`src/rtl/mode_run_sequencer.sv`:
```
// Run controller for the MIPS core. For each mode it selects the mode, waits a settle
// gap, pulses the core reset, then runs a bounded window that halt_req can end early.
module mode_run_sequencer #(
  parameter int unsigned MODE_W     = 1,
  parameter int unsigned NUM_MODES  = 2,
  parameter int unsigned PRE_CYCLES = 2,
  parameter int unsigned RST_CYCLES = 2,
  parameter int unsigned RUN_CYCLES = 165,
  parameter int unsigned CNT_W      = 16
) (
  input  logic              clk,
  input  logic              rst,
  input  logic              start,
  input  logic              halt_req,
  output logic              cpu_rst,
  output logic [MODE_W-1:0] sel,
  output logic              running,
  output logic [MODE_W-1:0] mode_idx,
  output logic [CNT_W-1:0]  run_len,
  output logic              run_len_vld,
  output logic              done
);

  localparam int unsigned PRE_LAST = (PRE_CYCLES > 0) ? PRE_CYCLES - 1 : 0;
  localparam logic [CNT_W-1:0]  PRE_END   = CNT_W'(PRE_LAST);
  localparam logic [CNT_W-1:0]  RST_END   = CNT_W'(RST_CYCLES);
  localparam logic [CNT_W-1:0]  RUN_END   = CNT_W'(RUN_CYCLES);
  localparam logic [MODE_W-1:0] LAST_MODE = MODE_W'(NUM_MODES - 1);

  typedef enum logic [2:0] {IDLE, PRE, RST, RUN, DONE} state_t;

  localparam state_t ENTRY = (PRE_CYCLES == 0) ? RST : PRE;

  state_t            state, state_nxt;
  logic [CNT_W-1:0]  cnt, cnt_nxt, cnt_inc;
  logic              cpu_rst_nxt, running_nxt, vld_nxt, done_nxt;
  logic [MODE_W-1:0] sel_nxt, idx_nxt;
  logic [CNT_W-1:0]  len_nxt;

  assign cnt_inc = cnt + CNT_W'(1);

  // RST spends its first cycle with cpu_rst low so a new sel always settles before the
  // core reset rises; cpu_rst is then high for exactly RST_CYCLES cycles.
  always_comb begin
    state_nxt   = state;
    cnt_nxt     = cnt;
    cpu_rst_nxt = 1'b0;
    running_nxt = 1'b0;
    sel_nxt     = sel;
    idx_nxt     = mode_idx;
    len_nxt     = run_len;
    vld_nxt     = 1'b0;
    done_nxt    = done;
    case (state)
      IDLE, DONE: begin
        if (start) begin
          state_nxt = ENTRY;
          cnt_nxt   = '0;
          sel_nxt   = '0;
          idx_nxt   = '0;
          done_nxt  = 1'b0;
        end
      end
      PRE: begin
        if (cnt == PRE_END) begin
          state_nxt = RST;
          cnt_nxt   = '0;
        end else begin
          cnt_nxt = cnt_inc;
        end
      end
      RST: begin
        if (cnt == RST_END) begin
          state_nxt = RUN;
          cnt_nxt   = '0;
        end else begin
          cnt_nxt     = cnt_inc;
          cpu_rst_nxt = 1'b1;
        end
      end
      RUN: begin
        // cnt_inc is the 1-based number of the current RUN cycle
        if (halt_req || (cnt_inc == RUN_END)) begin
          cnt_nxt = '0;
          len_nxt = cnt_inc;
          vld_nxt = 1'b1;
          if (mode_idx == LAST_MODE) begin
            state_nxt = DONE;
            done_nxt  = 1'b1;
          end else begin
            state_nxt = ENTRY;
            idx_nxt   = mode_idx + MODE_W'(1);
            sel_nxt   = sel + MODE_W'(1);
          end
        end else begin
          cnt_nxt = cnt_inc;
        end
      end
      default: begin
        state_nxt = IDLE;
        cnt_nxt   = '0;
      end
    endcase
    running_nxt = (state_nxt == RUN);
  end

  always_ff @(posedge clk or posedge rst) begin
    if (rst) begin
      state       <= IDLE;
      cnt         <= '0;
      cpu_rst     <= 1'b0;
      sel         <= '0;
      running     <= 1'b0;
      mode_idx    <= '0;
      run_len     <= '0;
      run_len_vld <= 1'b0;
      done        <= 1'b0;
    end else begin
      state       <= state_nxt;
      cnt         <= cnt_nxt;
      cpu_rst     <= cpu_rst_nxt;
      sel         <= sel_nxt;
      running     <= running_nxt;
      mode_idx    <= idx_nxt;
      run_len     <= len_nxt;
      run_len_vld <= vld_nxt;
      done        <= done_nxt;
    end
  end

endmodule
```
`config.mk`:
```
export PLATFORM = sky130hd
export DESIGN_NAME = mode_run_sequencer
export DESIGN_NICKNAME = d
export VERILOG_FILES = /design/src/rtl/mode_run_sequencer.sv
export SDC_FILE = /design/constraint.sdc
export NUM_CORES = 1
export LEC_CHECK = 0
export CAP_MARGIN = 20
export CORE_UTILIZATION = 40
export DETAILED_ROUTE_END_ITERATION = 8
export HOLD_SLACK_MARGIN = 0.02
export PLACE_DENSITY = 0.57
export SLEW_MARGIN = 20
export SYNTH_ARGS = -nofsm -noshare
export SYNTH_HDL_FRONTEND = slang
export SYNTH_SLANG_ARGS = --single-unit
```
`constraint.sdc`:
```
create_clock -name clk -period 3.2 [get_ports clk]
set_input_delay 0.64 -clock clk [delete_from_list [all_inputs] [get_ports clk]]
set_output_delay 0.64 -clock clk [all_outputs]
set_load 0.05 [all_outputs]
```
==> flow_summary.json, run 1 <==
{
  "slew_headroom_pct": 64.16,
  "start_kind": "flop",
  "clock_sinks": 41,
  "min_period_ns": 2.828,
  "worstHoldStart": "run_len[7]",
  "maxCapViolCount": 0,
  "num_antenna_cells": 0,
  "grt_setup_unrepaired": "false",
  "worstPathMaxFanout": 14,
  "hpwl_um": 3976,
  "fillers": 578,
  "pre_cts_slack_ns": 0.1953,
  "holdWs_ns": 0.4866,
  "clk_pin_slew_ns": 0.08,
  "syn_area_um2": 2502,
  "synth_seq_cells": 41,
  "peakVddDrop_mv": 0.6061,
  "fp-row-count": 28,
  "setup_viol": 0,
  "layout_common_cells": "56 x nand2_1, 41 x dfrtp_1, 28 x o21ai_1, 25 x clkdlybuf4s50_1, 18 x nor2_1",
  "overflow": 0,
  "criticalPathCategory": "flop to flop",
  "first_pass_iters": 4,
  "finalWorstSetupSlack_ns": 0.3722,
  "worstReg2RegEnd": "cnt[12]",
  "reg2reg_from": "cnt[0]",
  "viasPerCell": 5.385,
  "grt_max_degree": 42,
  "antenna_found_initial": 0,
  "cpMaxStageDelayCell": "dfrtp_1",
  "max_slew.worst_pin.slew_ns": 0.5376,
  "finClkSkew_ns": 0.006424,
  "whs_endpoint": "run_len[7]",
  "multi_input_area_um2": 1340,
  "p_per_area_nw_per_um2": 720.0,
  "track_usage_pct": 19.79,
  "syn_inst": 279,
  "drive_gt1_share_pct": 12.25,
  "grt_first_pass_wirelength_um": 9811,
  "period_share_pct": 88.37,
  "h-tree-depth": 2,
  "regArea_um2": 1026,
  "initial_utilization_pct": 41.77,
  "die_w_um": 81.10,
  "drc": 0,
  "postCtsHoldBufs": 0,
  "critPathRequiredTime_ns": 3.36,
  "area_growth_pct": 16.85,
  "synth_edf_count": 0,
  "io_buffer_count": 25,
  "io_pins": 26,
  "critPathCaptureType": "flop",
  "ys_warn_count": 0,
  "worstPathArrival_ns": 2.99,
  "hold_depth": 2,
  "ff2ff_path_depth": 8,
  "nNetsFinal": 309,
  "wl_per_cell_um": 14.97,
  "clockBufferDepth": 2,
  "gp_congestion": 0.8299,
  "ys_seq_area_share_pct": 41.00,
  "insertion_delay_ns": 0.30,
  "synth_top_area_share_pct": 41.00,
  "drt_iter0_markers": 92,
  "status": "finished clean",
  "die-area_um2": 6576,
  "synthesis.nets": 287,
  "hold_viol_final": 0,
  "synth_largest_area_cell": "dfrtp_1",
  "max_stage_delay_ns": 0.50,
  "final_common_cell": "nand2_1",
  "die_y_um": 81.10,
  "placedCellCount": 367,
  "synth_top_flop_cell": "dfrtp_1",
  "crit_path_cell_trace": "ha_1, inv_1, nor4_2, nand4_1, a22oi_4, a211oi_4, nor2_4, o211ai_1",
  "cts_tree": "built",
  "stdcell_count": 377,
  "r2r_slack_ns": 0.37,
  "cts_inserted_buffers": 5,
  "grt_pass1_vias": 1960,
  "ant_nets": 0,
  "avgSynthCellArea_um2": 8.969,
  "core_area_um2": 5991,
  "max_freq_mhz": 353.6,
  "via_count": 2030,
  "finalWirelength_um": 5643,
  "setup_tns_ns": 0,
  "async_reset_ff_share_pct": 100.0,
  "worstHoldPathType": "flop to flop",
  "yosysUniqueCellTypes": 51,
  "drv_slew": 0,
  "total_leakage_power_nw": 1.224,
  "root_buffer": "clkbuf_8",
  "netlist_top_cells_area": "dfrtp_1 41%, nand2_1 8.4%, o21ai_1 5.6%, o211ai_2 4.0%, nor2_1 2.7%"
}
where the power goes:
group,total [mW],internal [mW],switching (mW)
clock network,0.439,0.255,0.185
logic,0.938,0.289,0.649
registers,0.727,0.619,0.108
area by class of cell:
type | count | area share (%)
Multi-Input combinational cell | 210 | 45.83
Sequential cell | 41 | 35.09
Timing Repair Buffer | 33 | 10.61
Tap cell | 75 | 3.209
Clock buffer | 7 | 2.953
Inverter | 10 | 1.284
Clock inverter | 1 | 1.027
worst max-delay path, delay by kind of cell (launching register included):
family / cells / cell delay [ns]
buffers and inverters: 1 / 0.18
AOI/OAI and AO/OA: 3 / 0.57
and+or+nand+nor: 3 / 1.05
adders and majority gates: 1 / 0.38
DFF: 1 / 0.50
per-layer routing:
layer	part of all wire (%)	GRT usage (%)	wire length, um
met1	51	27.38	2890
met2	44	30.84	2500
met3	3.2	4.270	179
met4	1.3	5.893	73
met5	0	0	0
kinds of logic after synthesis:
group,synth area share (%)
mux,0.8500
xor+xnor,2.800
fa+ha+maj,2.000
simple gates,28.30
buf+inv,5.450
compound gates,19.60
flops,41.00
worst max-delay path by stage:
stage,start,to,slack (ns),cells past startpoint
after floorplan,cnt[0],state[0],0.84,8
after global placement,cnt[0],cnt[14],0.31,8
after detailed placement,cnt[0],cnt[14],0.20,8
after CTS,cnt[0],cnt[14],0.16,8
after global routing,cnt[0],cnt[15],0.11,8
final,cnt[0],cnt[12],0.37,8
metrics by stage:
step / cell area (um^2) / power (mW) / util (%)
5_1_grt: 2924 / 2.244 / 48.81
4_1_cts: 2909 / 2.115 / 48.56
3_5_place_dp: 2793 / 1.672 / 46.62
3_3_place_gp: 2793 / 1.667 / 46.62
2_1_floorplan: 2502 / 1.390 / -
6_report: 2924 / 2.105 / 48.81
flip-flops by register name, summed over array words and instances, names as in the netlist:
name / flops
cnt: 16
cpu_rst: 1
done: 1
mode_idx: 1
run_len: 16
run_len_vld: 1
running: 1
sel: 1
state: 3
synthesized netlist by cell type (2+ instances only):
| cell type | instances |
|---|---|
| nand3_2 | 2 |
| a31oi_1 | 2 |
| nor4_1 | 3 |
| o211ai_2 | 8 |
| nand3_1 | 6 |
| nor3_1 | 7 |
| nor3b_1 | 3 |
| dfrtp_1 | 41 |
| o21ai_0 | 3 |
| o211ai_1 | 6 |
| clkbuf_1 | 4 |
| and2_1 | 6 |
| a32oi_1 | 2 |
| nand2_1 | 56 |
| nor2_1 | 18 |
| or3_1 | 5 |
| nand4_4 | 2 |
| and4_1 | 3 |
| ha_1 | 4 |
| buf_2 | 7 |
| o21ai_1 | 28 |
| nand2b_1 | 3 |
| xnor2_1 | 3 |
| a21oi_1 | 4 |
| xor2_1 | 5 |
| a211oi_4 | 2 |
| nor2b_1 | 5 |
| nand4_1 | 6 |
| inv_1 | 9 |
| buf_1 | 2 |
| buf_4 | 4 |
what timing repair did:
item                                    4_1_cts  5_1_grt
endpoints found under the setup margin        0        3
buffers inserted                              0        2
resized for setup                             0        0
Note: power is estimated with default switching activity, not from simulation.
==> run 2, diff against run 1 <==
Settings changed: ABC_AREA set to 1, CAP_MARGIN 20 to unset.
==> flow_summary.json, run 2 <==
{
  "status": "finished clean",
  "holdWs_ns": 0.4862,
  "synth_top_flop_cell": "dfrtp_1",
  "hpwl_um": 3905,
  "cts_resized": 0,
  "p_int_mw": 1.060,
  "maxCapViolCount": 0,
  "total_leakage_power_nw": 1.337,
  "track_usage_pct": 18.86,
  "die-area_um2": 6583,
  "peakVddDrop_mv": 0.4600,
  "wl_per_cell_um": 12.73,
  "synthesis.nets": 327,
  "drv_slew": 0,
  "drive_gt1_share_pct": 22.77,
  "yosysUniqueCellTypes": 30,
  "clkPwrFrac_pct": 21.8,
  "setup_viol": 0,
  "clockBufferDepth": 2,
  "yosys-top-cells-count": "86 x nand2_1, 41 x dfrtp_1, 39 x nand2_2",
  "reg_top3": "cnt x16, run_len x16, state x3",
  "worstPathArrival_ns": 2.73,
  "avgSynthCellArea_um2": 7.852,
  "cts_inserted_buffers": 5,
  "root_buffer": "clkbuf_8",
  "hold_viol_final": 0,
  "first_pass_iters": 4,
  "clk_pin_slew_ns": 0.08,
  "grt_setup_unrepaired": "false",
  "antenna_found_initial": 0,
  "postCtsHoldBufs": 0,
  "io_pins": 26,
  "async_reset_ff_share_pct": 100.0,
  "num_antenna_cells": 0,
  "area_growth_pct": 15.73,
  "die_w_um": 81.14,
  "yosysMostFrequentCell": "nand2_1",
  "grt_max_degree": 42,
  "pwr-share-comb_pct": 43.3,
  "gp_congestion": 0.8607,
  "max_freq_mhz": 395.2,
  "ant_nets": 0,
  "finClkSkew_ns": 0.007147,
  "synth_seq_cells": 41,
  "worstHoldStart": "run_len[15]",
  "slew_headroom_pct": 56.42,
  "drt_iter0_markers": 116,
  "switching_share_pct": 43.84,
  "syn_area_um2": 2505,
  "finalWirelength_um": 5371,
  "start_kind": "flop",
  "cp-startpoint": "cnt[0]",
  "reg2reg_from": "cnt[0]",
  "overflow": 0,
  "insertion_delay_ns": 0.30,
  "io_buffer_count": 25,
  "cts_setup_buffers": 0,
  "worstPathMaxFanout": 34,
  "clock_sinks": 41,
  "synth_top_area_share_pct": 40.96,
  "h-tree-depth": 2,
  "viasPerCell": 4.761,
  "seqPwrFrac_pct": 34.9,
  "cts_tree": "built",
  "setup_tns_ns": 0,
  "p_per_area_nw_per_um2": 651.2,
  "synth_edf_count": 0,
  "final_common_cell": "nand2_1",
  "net-switching-power_uw": 827.6,
  "via_count": 2009,
  "criticalPathCategory": "flop to flop",
  "netlist_top_cells_area": "dfrtp_1 41%, nand2_1 13%, nand2_2 9.7%, inv_1 5.4%, nor2_1 5.4%",
  "ys_warn_count": 0,
  "critPathRequiredTime_ns": 3.40,
  "ys_seq_area_share_pct": 40.96,
  "fillers": 586,
  "nNetsFinal": 355,
  "syn_inst": 319,
  "worstHoldPathType": "flop to flop",
  "core_area_um2": 5991,
  "grt_pass1_vias": 1971,
  "die_y_um": 81.14,
  "layout_common_cells": "86 x nand2_1, 41 x dfrtp_1, 39 x nand2_2, 36 x nor2_1, 36 x inv_1",
  "grt_first_pass_wirelength_um": 9377,
  "critPathCaptureType": "flop",
  "synth_largest_area_cell": "dfrtp_1",
  "initial_utilization_pct": 41.81,
  "drc": 0,
  "period_share_pct": 79.08,
  "min_period_ns": 2.531,
  "fp-row-count": 28,
  "max_slew.worst_pin.slew_ns": 0.6512
}
## run 2: layer usage
layer  GRT usage (%)  up-vias  part of all wire, %
li1                -     1048                    -
met1           26.52      908                   48
met2           28.66       45                   45
met3           3.483        8                  5.1
met4           6.964        0                  1.8
met5               0        -                    0
## run 2: critical path: stages, from the launching register on
cell	delay, ns
dfrtp_1	0.50
ha_1	0.25
nand3_2	0.13
nor2_4	0.18
nand4_1	0.12
nand2_1	0.09
clkinv_1	0.13
nand2_1	0.11
nor2_2	0.04
nand2_2	0.11
nand2_2	0.09
nand2_4	0.38
inv_1	0.15
nand2_1	0.09
nand2_1	0.05
## run 2: layout make-up
type	count	area [um^2]	area share, %
flip-flops and latches	41	1026	35.39
clock inverters	2	35.03	1.208
multi-input cells	234	1267	43.72
inverters	38	142.6	4.920
clock buffers	5	68.82	2.374
well taps	75	93.84	3.237
repair buffers	27	265.3	9.150
## run 2: logic make-up (layout without fill, tap and decap cells)
| family | Yosys count | after routing | synth area share [%] |
|---|---|---|---|
| AOI/OAI and AO/OA | 24 | 24 | 7.193 |
| xor gates and xnor gates | 4 | 4 | 2.148 |
| buffers and inverters | 44 | 72 | 8.441 |
| DFF | 41 | 41 | 40.96 |
| adders and majority gates | 4 | 4 | 1.998 |
| and+or+nand+nor | 202 | 202 | 39.26 |
## run 2: power groups by stage
stage / sequential (mW) / clock (mW) / combinational (mW)
5_1_grt: 0.674 / 0.443 / 0.902
2_1_floorplan: 0.871 / 0 / 0.445
3_3_place_gp: 0.671 / 0 / 0.824
6_report: 0.660 / 0.411 / 0.818
3_5_place_dp: 0.671 / 0 / 0.825
4_1_cts: 0.661 / 0.420 / 0.827
## run 2: per-stage QoR
step	setup slack, ns	area, um^2	utilization [%]	power [mW]	instances
after detailed placement	0.6787	2795	46.66	1.496	415
after global placement	0.7243	2795	46.66	1.495	415
final	0.6693	2899	48.39	1.888	422
after global routing	0.2671	2899	48.39	2.019	422
after floorplan	1.155	2505	-	1.316	319
after CTS	0.6463	2899	48.39	1.908	422
## run 2: worst paths after layout
check	endpoint	slack (ns)	cells after the start
max in group asynchronous	cnt[6]	2.07	3
setup reg to reg	run_len[15]	0.67	14
setup / recovery	run_len[15]	0.67	14
hold / removal	run_len[15]	0.49	2
hold reg to reg	run_len[15]	0.49	2
min in group asynchronous	run_len[15]	0.76	3
==> run 3, diff against run 2 <==
Clock period 3.2 ns to 2.35 ns, I/O delays scaled along.
==> flow_summary.json, run 3 (synthesis gave the netlist of run 2 again) <==
{
  "viasPerCell": 4.806,
  "crit_path_cell_trace": "ha_4, nand3_2, nor2_4, nand2_1, nand2_1, nand2_2, nor2_4, nand2_1, nor2_2, nand2_2, nand2_4, nand2_8, buf_4, nand2_1, o21ai_2",
  "clk_pin_slew_ns": 0.08,
  "finClkSkew_ns": 0.004901,
  "setup_viol": 0,
  "drt_iter0_markers": 122,
  "die_w_um": 81.14,
  "p_per_area_nw_per_um2": 890.3,
  "num_antenna_cells": 0,
  "postCtsHoldBufs": 0,
  "finalPower_mw": 2.730,
  "hold_depth": 2,
  "slew_headroom_pct": 57.57,
  "fp-row-count": 28,
  "root_buffer": "clkbuf_8",
  "area_growth_pct": 22.43,
  "io_pins": 26,
  "total_leakage_power_nw": 1.396,
  "die_y_um": 81.14,
  "worstPathMaxFanout": 12,
  "gp_congestion": 0.8656,
  "core_area_um2": 5991,
  "cpMaxStageDelayCell": "dfrtp_2",
  "min_period_ns": 2.140,
  "max_stage_delay_ns": 0.44,
  "io_buffer_count": 25,
  "clock_sinks": 41,
  "max_slew.worst_pin.slew_ns": 0.6316,
  "max_freq_mhz": 467.3,
  "wl_per_cell_um": 13.26,
  "fin_util_pct": 51.19,
  "worstHoldStart": "run_len[3]",
  "via_count": 2086,
  "hpwl_um": 4138,
  "first_pass_iters": 4,
  "critPathRequiredTime_ns": 2.54,
  "reg_top3": "cnt x16, run_len x16, state x3",
  "r2r_slack_ns": 0.21,
  "worstReg2RegEnd": "run_len[2]",
  "met2_usage_pct": 28.57,
  "layout_common_cells": "86 x nand2_1, 38 x nand2_2, 38 x dfrtp_1, 36 x inv_1, 34 x nor2_1",
  "grt_setup_unrepaired": "false",
  "setup_tns_ns": 0,
  "track_usage_pct": 19.56,
  "insertion_delay_ns": 0.29,
  "critPathCaptureType": "flop",
  "grt_max_degree": 42,
  "final_common_cell": "nand2_1",
  "nNetsFinal": 366,
  "h-tree-depth": 2,
  "clockBufferDepth": 2,
  "cts_inserted_buffers": 5,
  "hold_viol_final": 0,
  "whs_endpoint": "run_len[3]",
  "finalWirelength_um": 5754,
  "cp_common_cell": "nand2_1",
  "busiest_layer": "met2",
  "use_met3_pct": 4.045,
  "initial_utilization_pct": 41.81,
  "worstHoldPathType": "flop to flop",
  "period_share_pct": 91.06,
  "criticalPathCategory": "flop to flop",
  "drc": 0,
  "ant_nets": 0,
  "maxCapViolCount": 0,
  "start_kind": "flop",
  "peakVddDrop_mv": 0.5454,
  "cts_tree": "built",
  "reg2reg_from": "cnt[1]",
  "ff2ff_path_depth": 15,
  "die-area_um2": 6583,
  "grt_pass1_vias": 1916,
  "status": "finished clean",
  "drive_gt1_share_pct": 27.02,
  "antenna_found_initial": 0,
  "overflow": 0,
  "drv_slew": 0,
  "use_met1_pct": 28.56,
  "worstPathArrival_ns": 2.33,
  "grt_first_pass_wirelength_um": 9584
}
==> run 3: routing by layer <==
| layer | vias up | wire length [um] |
|---|---|---|
| met5 | - | 0 |
| met2 | 39 | 2489 |
| met1 | 969 | 2930 |
| met3 | 10 | 221 |
| met4 | 0 | 112 |
| li1 | 1068 | - |
==> run 3: through the flow <==
stage | hold WS, ns | std cells | setup slack, ns | cell area (um^2)
after floorplan | 0.4923 | 319 | 0.3054 | 2505
after global placement | 0.4694 | 424 | 0.1017 | 2875
after detailed placement | 0.4679 | 424 | 0.08025 | 2875
after CTS | 0.4893 | 432 | 0.06113 | 2992
after global routing | 0.5095 | 434 | 0.01296 | 3067
final | 0.4863 | 434 | 0.2102 | 3067
==> run 3: worst max path at each step <==
stage / startpoint / slack [ns] / depth (start not counted) / end
floorplan: cnt[0] / 0.31 / 13 / run_len[0]
global route: cnt[1] / 0.01 / 15 / run_len[2]
finish: cnt[1] / 0.21 / 15 / run_len[2]
detailed placement: cnt[1] / 0.08 / 12 / run_len[7]
CTS: cnt[1] / 0.06 / 12 / run_len[7]
global placement: cnt[1] / 0.10 / 12 / run_len[7]
==> run 3: cell type report <==
class	instances	area (um^2)
flip-flops and latches	41	1030
clock inverters	1	30.03
well taps	75	93.84
repair buffers	37	352.8
fillers	579	2924
clock buffers	7	86.33
multi-input cells	235	1331
inverters	38	142.6
==> run 3: where the power goes <==
| part | internal [mW] | switching [mW] |
|---|---|---|
| sequential | 0.818 | 0.0779 |
| combinational | 0.377 | 0.859 |
| clock | 0.347 | 0.251 |
==> run 3: repair_timing <==
item,CTS,global route
endpoints found under the setup margin,0,30
buffers inserted,0,1
gates resized for setup,0,12
endpoints found under the hold margin,0,0
==> run 3: worst max-delay path, delay by kind of cell (launching register included) <==
kind	cells	cell delay, ns
DFF	1	0.44
and+or+nand+nor	12	1.21
AOI/OAI and AO/OA	1	0.05
adders and majority gates	1	0.16
buffers and inverters	1	0.18
